File: src/rtl/seq_div_pkg.sv
// Shared types and sizing helpers for the sequential restoring divider.
package seq_div_pkg;

   typedef enum logic [1:0] {
      IDLE = 2'd0,
      CALC = 2'd1,
      DONE = 2'd2
   } state_e;

   localparam int unsigned N_DEF = 8;
   localparam int unsigned M_DEF = 4;

   // Iteration counter must be able to hold 0..N.
   function automatic int unsigned cnt_w(input int unsigned n);
      return $clog2(n + 1);
   endfunction

endpackage

File: src/rtl/seq_restoring_divider_div_step.sv
// One restoring-division iteration: shift in the next dividend bit, trial-subtract the divisor.
module div_step #(
   parameter int unsigned M = 4
) (
   input  logic [M-1:0] r_i,
   input  logic         bit_i,
   input  logic [M-1:0] divisor_i,
   output logic [M-1:0] r_nxt_c_o,
   output logic         q_bit_c_o
);

   logic [M:0] r_shift;
   logic [M:0] r_sub;

   // The partial remainder stays below the divisor, so the dropped MSB never carries information.
   always_comb begin
      r_shift   = {r_i, bit_i};
      r_sub     = r_shift - (M+1)'(divisor_i);
      q_bit_c_o = (r_shift >= {1'b0, divisor_i});
      r_nxt_c_o = q_bit_c_o ? M'(r_sub) : M'(r_shift);
   end

endmodule

File: src/rtl/seq_restoring_divider.sv
// Iterative unsigned restoring divider, one quotient bit per clock, valid/ready on both sides.
// Optional `DIV_ZERO_FAST_EN short-circuits a zero divisor straight to the result.
module seq_restoring_divider
   import seq_div_pkg::*;
#(
   parameter int unsigned N = N_DEF,
   parameter int unsigned M = M_DEF
) (
   input  logic         clk,
   input  logic         rst_n,
   input  logic         in_valid,
   output logic         in_ready,
   input  logic [N-1:0] dividend,
   input  logic [M-1:0] divisor,
   output logic         out_valid,
   input  logic         out_ready,
   output logic [N-1:0] quotient,
   output logic [M-1:0] remainder,
   output logic         div_zero
);

   localparam int unsigned CW = cnt_w(N);

   state_e        state_q, state_d;
   logic [N-1:0]  dvd_q, dvd_d;
   logic [M-1:0]  dvs_q, dvs_d;
   logic [M-1:0]  rem_q, rem_d;
   logic [N-1:0]  quo_q, quo_d;
   logic [CW-1:0] cnt_q, cnt_d;
   logic          dz_q, dz_d;
   logic          in_ready_q, in_ready_d;
   logic          out_valid_q, out_valid_d;

   logic [M-1:0]  step_r_c;
   logic          step_q_c;
   logic          fast_skip_c;
   logic          fast_load_c;

   div_step #(.M(M)) u_step (
      .r_i       (rem_q),
      .bit_i     (dvd_q[N-1]),
      .divisor_i (dvs_q),
      .r_nxt_c_o (step_r_c),
      .q_bit_c_o (step_q_c)
   );

`ifdef DIV_ZERO_FAST_EN
   assign fast_skip_c = dz_q;
   assign fast_load_c = (divisor == '0);
`else
   assign fast_skip_c = 1'b0;
   assign fast_load_c = 1'b0;
`endif

   always_ff @(posedge clk or negedge rst_n) begin
      if (!rst_n) begin
         state_q     <= IDLE;
         dvd_q       <= '0;
         dvs_q       <= '0;
         rem_q       <= '0;
         quo_q       <= '0;
         cnt_q       <= '0;
         dz_q        <= 1'b0;
         in_ready_q  <= 1'b1;
         out_valid_q <= 1'b0;
      end else begin
         state_q     <= state_d;
         dvd_q       <= dvd_d;
         dvs_q       <= dvs_d;
         rem_q       <= rem_d;
         quo_q       <= quo_d;
         cnt_q       <= cnt_d;
         dz_q        <= dz_d;
         in_ready_q  <= in_ready_d;
         out_valid_q <= out_valid_d;
      end
   end

   always_comb begin
      state_d = state_q;
      dvd_d   = dvd_q;
      dvs_d   = dvs_q;
      rem_d   = rem_q;
      quo_d   = quo_q;
      cnt_d   = cnt_q;
      dz_d    = dz_q;

      unique case (state_q)
         IDLE: begin
            if (in_valid && in_ready_q) begin
               dvd_d   = dividend;
               dvs_d   = divisor;
               rem_d   = '0;
               quo_d   = '0;
               cnt_d   = '0;
               dz_d    = (divisor == '0);
               state_d = CALC;
               // Zero-divisor result is known up front; CALC then just hands off to DONE.
               if (fast_load_c) begin
                  quo_d = '1;
                  rem_d = dividend[M-1:0];
               end
            end
         end
         CALC: begin
            if (fast_skip_c) begin
               state_d = DONE;
            end else begin
               dvd_d = dvd_q << 1;
               rem_d = step_r_c;
               quo_d = N'({quo_q, step_q_c});
               cnt_d = cnt_q + CW'(1);
               if (cnt_q == CW'(N - 1)) begin
                  state_d = DONE;
               end
            end
         end
         DONE: begin
            if (out_ready) begin
               state_d = IDLE;
            end
         end
         default: state_d = IDLE;
      endcase

      in_ready_d  = (state_d == IDLE);
      out_valid_d = (state_d == DONE);
   end

   assign in_ready  = in_ready_q;
   assign out_valid = out_valid_q;
   assign quotient  = quo_q;
   assign remainder = rem_q;
   assign div_zero  = dz_q;

endmodule
File: config.mk
export PLATFORM = sky130hd
export DESIGN_NAME = seq_restoring_divider
export DESIGN_NICKNAME = d
export VERILOG_FILES = /design/src/rtl/seq_div_pkg.sv /design/src/rtl/seq_restoring_divider_div_step.sv /design/src/rtl/seq_restoring_divider.sv
export SDC_FILE = /design/constraint.sdc
export NUM_CORES = 1
export LEC_CHECK = 0
export ABC_CLOCK_PERIOD_IN_PS = 4350
export CORE_MARGIN = 1
export CORE_UTILIZATION = 45
export CTS_BUF_LIST = sky130_fd_sc_hd__clkbuf_8 sky130_fd_sc_hd__clkbuf_16
export DETAILED_ROUTE_END_ITERATION = 12
export GPL_ROUTABILITY_DRIVEN = 0
export PLACE_DENSITY = 0.79
export SYNTH_ARGS = -nofsm -noshare
export SYNTH_HDL_FRONTEND = slang
export SYNTH_SLANG_ARGS = --single-unit
export TNS_END_PERCENT = 5
File: constraint.sdc
create_clock -name clk -period 4.35 [get_ports clk]
set_clock_uncertainty 0.1 [all_clocks]
set_input_delay 1.0875 -clock clk [delete_from_list [all_inputs] [get_ports clk]]
set_output_delay 1.0875 -clock clk [all_outputs]
set_load 0.02 [all_outputs]
# Yosys cells after proc, flatten, opt, wreduce, memory -nomap -nowiden
# Cells that the tools add are included.
# W data, S select, Z words.
dict set report word_totals {
  regBits 33
  latchBits 0
  ram_bits 0
  rom_bits 0
  input_bits 16
  out_inout_bits 15
  memories 0
}
dict set report classes {
  addsub 2
  n_mul 0
  div 0
  n_lt_le_gt_ge 1
  eq_ne 5
  shift 0
  mux 12
  bitwise_logic 0
  n_reduce_logical 7
}
# op n
set ops {}
lappend ops {{$pmux W8 S2} 2}
lappend ops {{$mux W8} 2}
lappend ops {{$pmux W4 S2} 2}
lappend ops {{$mux W4} 2}
lappend ops {{$mux W2} 3}
lappend ops {{$pmux W2 S3} 1}
lappend ops {{$ge A5 B4 Y1} 1}
lappend ops {{$add A4 B1 Y4 const B} 1}
lappend ops {{$eq A2 B2 Y1 const B} 2}
lappend ops {{$eq A4 B3 Y1 const B} 1}
lappend ops {{$logic_not A2 Y1} 2}
lappend ops {{$logic_not A4 Y1} 1}
lappend ops {{$reduce_and A2 Y1} 2}
lappend ops {{$sub A4 B4 Y4} 1}
lappend ops {{$eq A2 B1 Y1 const B} 1}
lappend ops {{$ne A2 B2 Y1 const B} 1}
lappend ops {{$reduce_bool A2 Y1} 1}
lappend ops {{$logic_and A1 B1 Y1} 1}

# Longest topological paths before layout
# Gate-level depths: netlist (run 1).
dict set report logic_depth {
  ltp_word 4
  depth_mapped 6
  mapped_depth_nobuf 6
}

# Modules after synthesis
# From an unflattened synthesis (run 1), not the netlist that was laid out.
dict set report unflattened {
  hier_cells 160
  hier_area_um2 1671.6
}
# mod n_inst cells_per_inst area_per_inst_um2 seq_area_each_um2
set modules_own_cells {}
lappend modules_own_cells {seq_restoring_divider 1 132 1447.6 827.0}
lappend modules_own_cells {div_step 1 28 224.0 0.0}

# Least setup slack after synthesis (run 1)
# Ideal clock, no wire load.
dict set report synth_timing {
  path_kind {input to register}
  start {in in_valid}
  end {reg dvd_q[5]}
  arrival_time_ps 1866
  required_ps 4123
  slack_ps 2257
  cell_stages 5
  n_path_buf 1
  cell_sequence {a21oi_1 or2_1 buf_6 a222oi_1 inv_1}
}
dict set report synth_via {
  elab_chain_len 3
}
# element line_no
set synth_lines {}
lappend synth_lines {{start: declaration} seq_restoring_divider.sv:11} ;# input logic in_valid,
lappend synth_lines {{$logic_and A1 B1 Y1} seq_restoring_divider.sv:90} ;# if (in_valid && in_ready_q) begin
lappend synth_lines {{$ne A2 B2 Y1 (no line)} --}
lappend synth_lines {{$reduce_and A2 Y1 (no line)} --}
lappend synth_lines {{end signal: assignment} seq_restoring_divider.sv:68} ;# dvd_q <= dvd_d;
lappend synth_lines {{end: declaration} seq_restoring_divider.sv:25} ;# logic [N-1:0] dvd_q, dvd_d;
# Every way passes these cells.
# A chain may end at the register's enable or synchronous reset.

# Worst setup path after layout (run 1)
dict set report layout_timing {
  start {reg in_ready_q, in the netlist in_ready}
  end {out in_ready}
}
# element line_no
set layout_lines {}
lappend layout_lines {{start: declaration} seq_restoring_divider.sv:31} ;# logic in_ready_q, in_ready_d;
lappend layout_lines {{start signal: assignment} seq_restoring_divider.sv:74} ;# in_ready_q <= in_ready_d;
lappend layout_lines {{end: declaration} seq_restoring_divider.sv:12} ;# output logic in_ready,
# No word-level cell between the ends.

==> results.toml, run 1 <==
[status]
status = "completed"

[placed_design]
pre_cts_ws_ns = 1.64
placed_cells = 229
io_buffers = 30
dpl.hpwl_mm = 2.39

[floorplanning]
core_um2 = 3340
ios = 31
die_h_um = 61.1
rows = 21
dieArea_um2 = 3730
die_w_um = 61.1
initial_core_util_pct = 47.1

[worst_setup_path]
path_class = "flop to output pin"
required_ns = 3.16
path_cells = "clkdlybuf4s50_1"
slowest_delay_ns = 0.60
crit_path_end_kind = "output pin"
slowest_stage = "clkdlybuf4s50_1"
worstPathArrival_ns = 1.42
start_kind = "flop"
cp_top_family = "buffers and inverters"
path_buf_inv = 1
crit_fanout = 3

[sta]
final_max_slew_viol_count = 0
finalSetupViolCount = 0
hold_viol = 0
timing.slew.headroom_pct = 52.6
setup_slack_ns = 1.74
tns_ns = 0
fmax_mhz = 383
grt_setup_unrepaired = "false"
fin_crit_ns = 2.61
fin_crit_sh_pct = 59.9
worstMarginPinSlew_ns = 0.710

[pwr]
switching_power_w = 0.000666
switching_share_pct = 41.9
peakVddDrop_mv = 0.372
seqPwrFrac_pct = 34.8
totalPowerFinal_w = 0.00159
cellPowerDensity_nw_per_um2 = 805
internal-power_w = 0.000925
power.share.clock_pct = 13.5
leakage_nw = 0.870
p_comb_share_pct = 51.7

[cts]
post_cts_resized = 0
clock_path_buffers = 2
cts_buffers = 5
clockRootBuffer = "clkbuf_8"
cts_hold_buf = 0
tritoncts = "built"
clk_latency_ns = 0.28
clkSlewWorstSetupHoldPaths_ns = 0.07
clock-sinks = 33
h-tree-depth = 2
post_cts_buffers = 0

[global_route]
grt_use_total_pct = 21.4
grt_overflow_total = 0
grt_pass1_wl_mm = 5.73
grt_pass1_vias = 1253
antenna_found_initial = 0
grt_max_degree = 34

[final_layout]
seqCellArea_um2 = 827
final_layout_size_suffix_gt1_share_pct = 7.33
fillers = 281
syn2layout_area_growth_pct = 25.9
antenna_cells = 0
multi_input_area_um2 = 662
finalNetCount = 212
final_cells = 237

[flow_run]
maxCapViolCount = 0

[yosys]
synth_cells = 159
synth_area_leaders = "dfrtp_1 (51%), nand2_1 (7.4%), o21ai_0 (5.7%)"
synth_edf_count = 0
async_reset_ff_share_pct = 100
synth_top_cell_by_area = "dfrtp_1"
synth_common_cells = "dfrtp_1 (32), nand2_1 (31), o21ai_0 (18)"
synth_area_um2 = 1570
synth_top_area_share_pct = 51.0
ys_types = 35
yosysSeqAreaShare_pct = 52.6
ys_ff_latch = 33
synth_warnings = 0
synth_area_per_cell_um2 = 9.88
synth_nets = 181
synth.most_common_cell = "dfrtp_1"
synth_ff_type = "dfrtp_1"

[worst_hold_path]
hold_path.class = "flop to flop"

[detailed_routing]
antenna_left = 0
vias = 1263
vias_per_cell = 5.33
dr.first_iter.drc_count = 61
drcViolationCount = 0
wl_per_cell_um = 14.1
first_pass_iters = 4
wl_mm = 3.35
[metrics by stage]
step	hold slack [ns]	cell area [µm²]	util [%]
after global routing	0.418	1980	59.3
after CTS	0.386	1980	59.3
final	0.386	1980	59.3
after floorplan	0.348	1570	-
after detailed placement	0.372	1900	56.8
after global placement	0.364	1900	56.8
[power by group through the flow]
stage	sequential, W	combinational (W)	clock (W)
after CTS	0.000554	0.000830	0.000221
after detailed placement	0.000557	0.000825	0
final	0.000553	0.000823	0.000215
after global placement	0.000548	0.000790	0
after global routing	0.000572	0.000924	0.000237
after floorplan	0.000601	0.000540	0
[final timing paths]
check                                    startpoint                  endpoint  slack (ns)  cells after the start
min                            cnt_q[3]$_DFFE_PN0P_      cnt_q[3]$_DFFE_PN0P_        0.39                      1
min in group asynchronous                     rst_n       out_valid$_DFF_PN0_        1.10                      2
max in group asynchronous                     rst_n        in_ready$_DFF_PN1_        2.73                      2
min reg2reg                    cnt_q[3]$_DFFE_PN0P_      cnt_q[3]$_DFFE_PN0P_        0.39                      1
max                              in_ready$_DFF_PN1_                  in_ready        1.74                      1
max reg2reg                remainder[1]$_DFFE_PN0P_  remainder[0]$_DFFE_PN0P_        2.37                      5
[area by class of cell]
cell class,count,area share [%]
Timing Repair Buffer,32,15.9
Sequential cell,33,41.8
Multi-Input combinational cell,109,33.5
Clock buffer,5,3.48
Tap cell,46,2.91
Clock inverter,3,0.696
Inverter,9,1.71
[cell families (layout without fill, tap and decap cells)]
family | after synthesis | in the layout | share of synthesized area (%)
flops | 33 | 33 | 52.6
compound gates | 42 | 42 | 18.5
xor+xnor | 2 | 2 | 1.11
buf+inv | 17 | 49 | 5.25
simple gates | 59 | 59 | 17.3
fa+ha+maj | 6 | 6 | 5.25
[metal layers]
metal	vias up	GRT usage (%)	share of wire, %
li1	623	-	-
met1	606	27.8	45
met2	28	34.6	50
met3	6	4.41	3.2
met4	0	9.74	1.6
met5	-	0	0
[cell usage in the layout, fill, tap and decap left out, drive strengths merged, types with 2 or more instances in the layout]
cell type / instances
buf: 2
clkdlybuf4s50: 30
ha: 5
xnor2: 2
a222oi: 3
nand3: 5
o21ai: 18
o211ai: 6
o22ai: 6
dfrtp: 32
nor2: 8
or4: 3
nand4: 2
inv: 10
nand2: 31
clkinv: 2
clkbuf: 5
or2: 2
o21a: 3
a21oi: 3
[sequential cells by signal, summed over array words and instances, names as in the netlist, 2 cells and up]
name / count
remainder: 4
dvs_q: 4
state_q: 2
cnt_q: 4
quotient: 8
dvd_q: 8
[worst register-to-register path, stage by stage, from the launching register on]
cell and delay (ns):
dfrtp_1 0.43, ha_1 0.37, or2_2 0.35, a211oi_4 0.34, or4_1 0.18, o211ai_2 0.08
No activity file was read; power rests on OpenSTA's default activity.
==> run 2: changes to the inputs <==
--- a/config.mk
+++ b/config.mk
@@ -5,13 +5,13 @@
 export SDC_FILE = /design/constraint.sdc
 export NUM_CORES = 1
 export LEC_CHECK = 0
-export ABC_CLOCK_PERIOD_IN_PS = 4350
+export ABC_CLOCK_PERIOD_IN_PS = 2250
 export CORE_MARGIN = 1
 export CORE_UTILIZATION = 45
 export CTS_BUF_LIST = sky130_fd_sc_hd__clkbuf_8 sky130_fd_sc_hd__clkbuf_16
 export DETAILED_ROUTE_END_ITERATION = 12
 export GPL_ROUTABILITY_DRIVEN = 0
-export PLACE_DENSITY = 0.79
+export PLACE_DENSITY = 0.82
 export SYNTH_ARGS = -nofsm -noshare
 export SYNTH_HDL_FRONTEND = slang
 export SYNTH_SLANG_ARGS = --single-unit
==> constraint.sdc (replaced) <==
create_clock -name clk -period 2.25 [get_ports clk]
set_clock_uncertainty 0.1 [all_clocks]
set_input_delay 0.5625 -clock clk [delete_from_list [all_inputs] [get_ports clk]]
set_output_delay 0.5625 -clock clk [all_outputs]
set_load 0.02 [all_outputs]
==> results.toml, run 2 (synthesis results as in run 1) <==
[status]
status = "completed"

[sta]
hold_viol = 0
timing.slew.headroom_pct = 59.5
worstMarginPinSlew_ns = 0.607
finalSetupViolCount = 0
final_max_slew_viol_count = 0
fin_crit_ns = 2.06
grt_setup_unrepaired = "false"
tns_ns = 0
fmax_mhz = 485
fin_crit_sh_pct = 91.7

[floorplanning]
rows = 21
ios = 31
die_h_um = 61.1
die_w_um = 61.1
initial_core_util_pct = 47.1
dieArea_um2 = 3730
core_um2 = 3340

[detailed_routing]
met3_length_um = 177
first_pass_iters = 7
wl_per_cell_um = 14.4
drcViolationCount = 0
vias_per_cell = 5.50
vias = 1309
antenna_left = 0
route.met2.wl_mm = 1.74
wl_mm = 3.43
m1WireLength_mm = 1.49
top_layer = "met4"
dr.first_iter.drc_count = 100

[worst_setup_path]
path_buf_inv = 1
slowest_delay_ns = 0.60
path_class = "flop to output pin"
slowest_stage = "clkdlybuf4s50_1"
required_ns = 1.59
worstPathArrival_ns = 1.40
ff2ff_path_depth = 5
crit_fanout = 3
worst-r2r-setup-slack_ns = 0.29
crit_path_end_kind = "output pin"
r2r_start = "remainder[1]$_DFFE_PN0P_"
cp_top_family = "buffers and inverters"
path_cells = "clkdlybuf4s50_1"
regToRegEndpoint = "remainder[0]$_DFFE_PN0P_"
start_kind = "flop"

[global_route]
grt_pass1_vias = 1246
antenna_found_initial = 0
grt_overflow_total = 0
grt_pass1_wl_mm = 5.55
grt_max_degree = 34
grt_use_total_pct = 20.1

[placed_design]
dpl.hpwl_mm = 2.48
io_buffers = 30

[pwr]
internal-power_w = 0.00195
p_comb_share_pct = 49.9
cellPowerDensity_nw_per_um2 = 1610
peakVddDrop_mv = 0.882
power.share.clock_pct = 17.3
leakage_nw = 0.889
seqPwrFrac_pct = 32.8
totalPowerFinal_w = 0.00325
switching_power_w = 0.00130
switching_share_pct = 39.9

[cts]
post_cts_resized = 0
clock_path_buffers = 2
clockRootBuffer = "clkbuf_8"
h-tree-depth = 2
cts_buffers = 5
cts_hold_buf = 0
clock-sinks = 33
clkSlewWorstSetupHoldPaths_ns = 0.07
clk_latency_ns = 0.27
post_cts_buffers = 0
tritoncts = "built"

[final_layout]
syn2layout_area_growth_pct = 28.5
final_layout_size_suffix_gt1_share_pct = 7.81
seqCellArea_um2 = 827
antenna_cells = 0
final_common_cell = "dfrtp_1"
final_cell_mix = "dfrtp_1 (32), nand2_1 (31), clkdlybuf4s50_1 (30)"
multi_input_area_um2 = 662
fin_util_pct = 60.5
fillers = 285
finalNetCount = 213

[worst_hold_path]
min_from = "dvs_q[0]$_DFFE_PN0P_"
hold-path-cell-count = 2
hold-path-endpoint = "dvs_q[0]$_DFFE_PN0P_"
hold_path.class = "flop to flop"

[flow_run]
maxCapViolCount = 0
run 2: changes by cell type in the layout (fill, tap and decap cells not counted):
cell	change
buf_4	+1
clkbuf_8	+1
clkinv_2	-2
bufinv_16	+1
run 2: power groups by stage:
stage / clock network (W) / registers (W) / logic, W
6_report: 0.000561 / 0.00107 / 0.00162
5_1_grt: 0.000603 / 0.00110 / 0.00180
4_1_cts: 0.000574 / 0.00106 / 0.00163
3_5_place_dp: 0 / 0.00107 / 0.00162
3_3_place_gp: 0 / 0.00106 / 0.00154
2_1_floorplan: 0 / 0.00116 / 0.00104
run 2: layer usage:
| metal | global-route usage (%) | vias to the layer above |
|---|---|---|
| li1 | - | 619 |
| met2 | 33.5 | 50 |
| met1 | 26.3 | 638 |
| met4 | 4.87 | 0 |
| met3 | 5.04 | 2 |
| met5 | 0 | - |
run 2: worst max-delay path by stage:
stage / endpoint / startpoint / depth (start not counted) / slack, ns
3_5_place_dp: dvd_q[5]$_DFFE_PN0P_ / in_valid / 5 / 0.05
4_1_cts: in_ready / in_ready$_DFF_PN1_ / 1 / 0.18
5_1_grt: in_ready / in_ready$_DFF_PN1_ / 1 / 0.13
3_3_place_gp: dvd_q[5]$_DFFE_PN0P_ / in_valid / 5 / 0.14
2_1_floorplan: remainder[0]$_DFFE_PN0P_ / remainder[1]$_DFFE_PN0P_ / 5 / 0.33
6_report: in_ready / in_ready$_DFF_PN1_ / 1 / 0.19
run 2: layout make-up:
| cell class | count | area share (%) |
|---|---|---|
| clock inverter | 2 | 1.67 |
| timing repair buffer | 33 | 16.0 |
| tap | 46 | 2.85 |
| clock buffer | 6 | 4.09 |
| sequential | 33 | 41.0 |
| inverter | 9 | 1.67 |
| multi-input combinational | 109 | 32.8 |
run 2: stage by stage:
stage               hold slack [ns]  worst slack, ns  area [µm²]  cells
finish                        0.387            0.187        2020    238
global route                  0.415            0.134        2020    238
CTS                           0.396            0.179        2020    238
detailed placement            0.376           0.0475        1900    230
global placement              0.369            0.138        1900    230
floorplan                     0.167            0.332        1570    159
==> run 3: changes to the inputs <==
--- a/config.mk
+++ b/config.mk
@@ -10,7 +10,7 @@
 export CORE_UTILIZATION = 45
 export CTS_BUF_LIST = sky130_fd_sc_hd__clkbuf_8 sky130_fd_sc_hd__clkbuf_16
 export DETAILED_ROUTE_END_ITERATION = 12
-export GPL_ROUTABILITY_DRIVEN = 0
+export GPL_ROUTABILITY_DRIVEN = 1
 export PLACE_DENSITY = 0.82
 export SYNTH_ARGS = -nofsm -noshare
 export SYNTH_HDL_FRONTEND = slang
==> results of run 3 <==
Same layout as run 2: the final DEF is identical, and so are final timing and power.
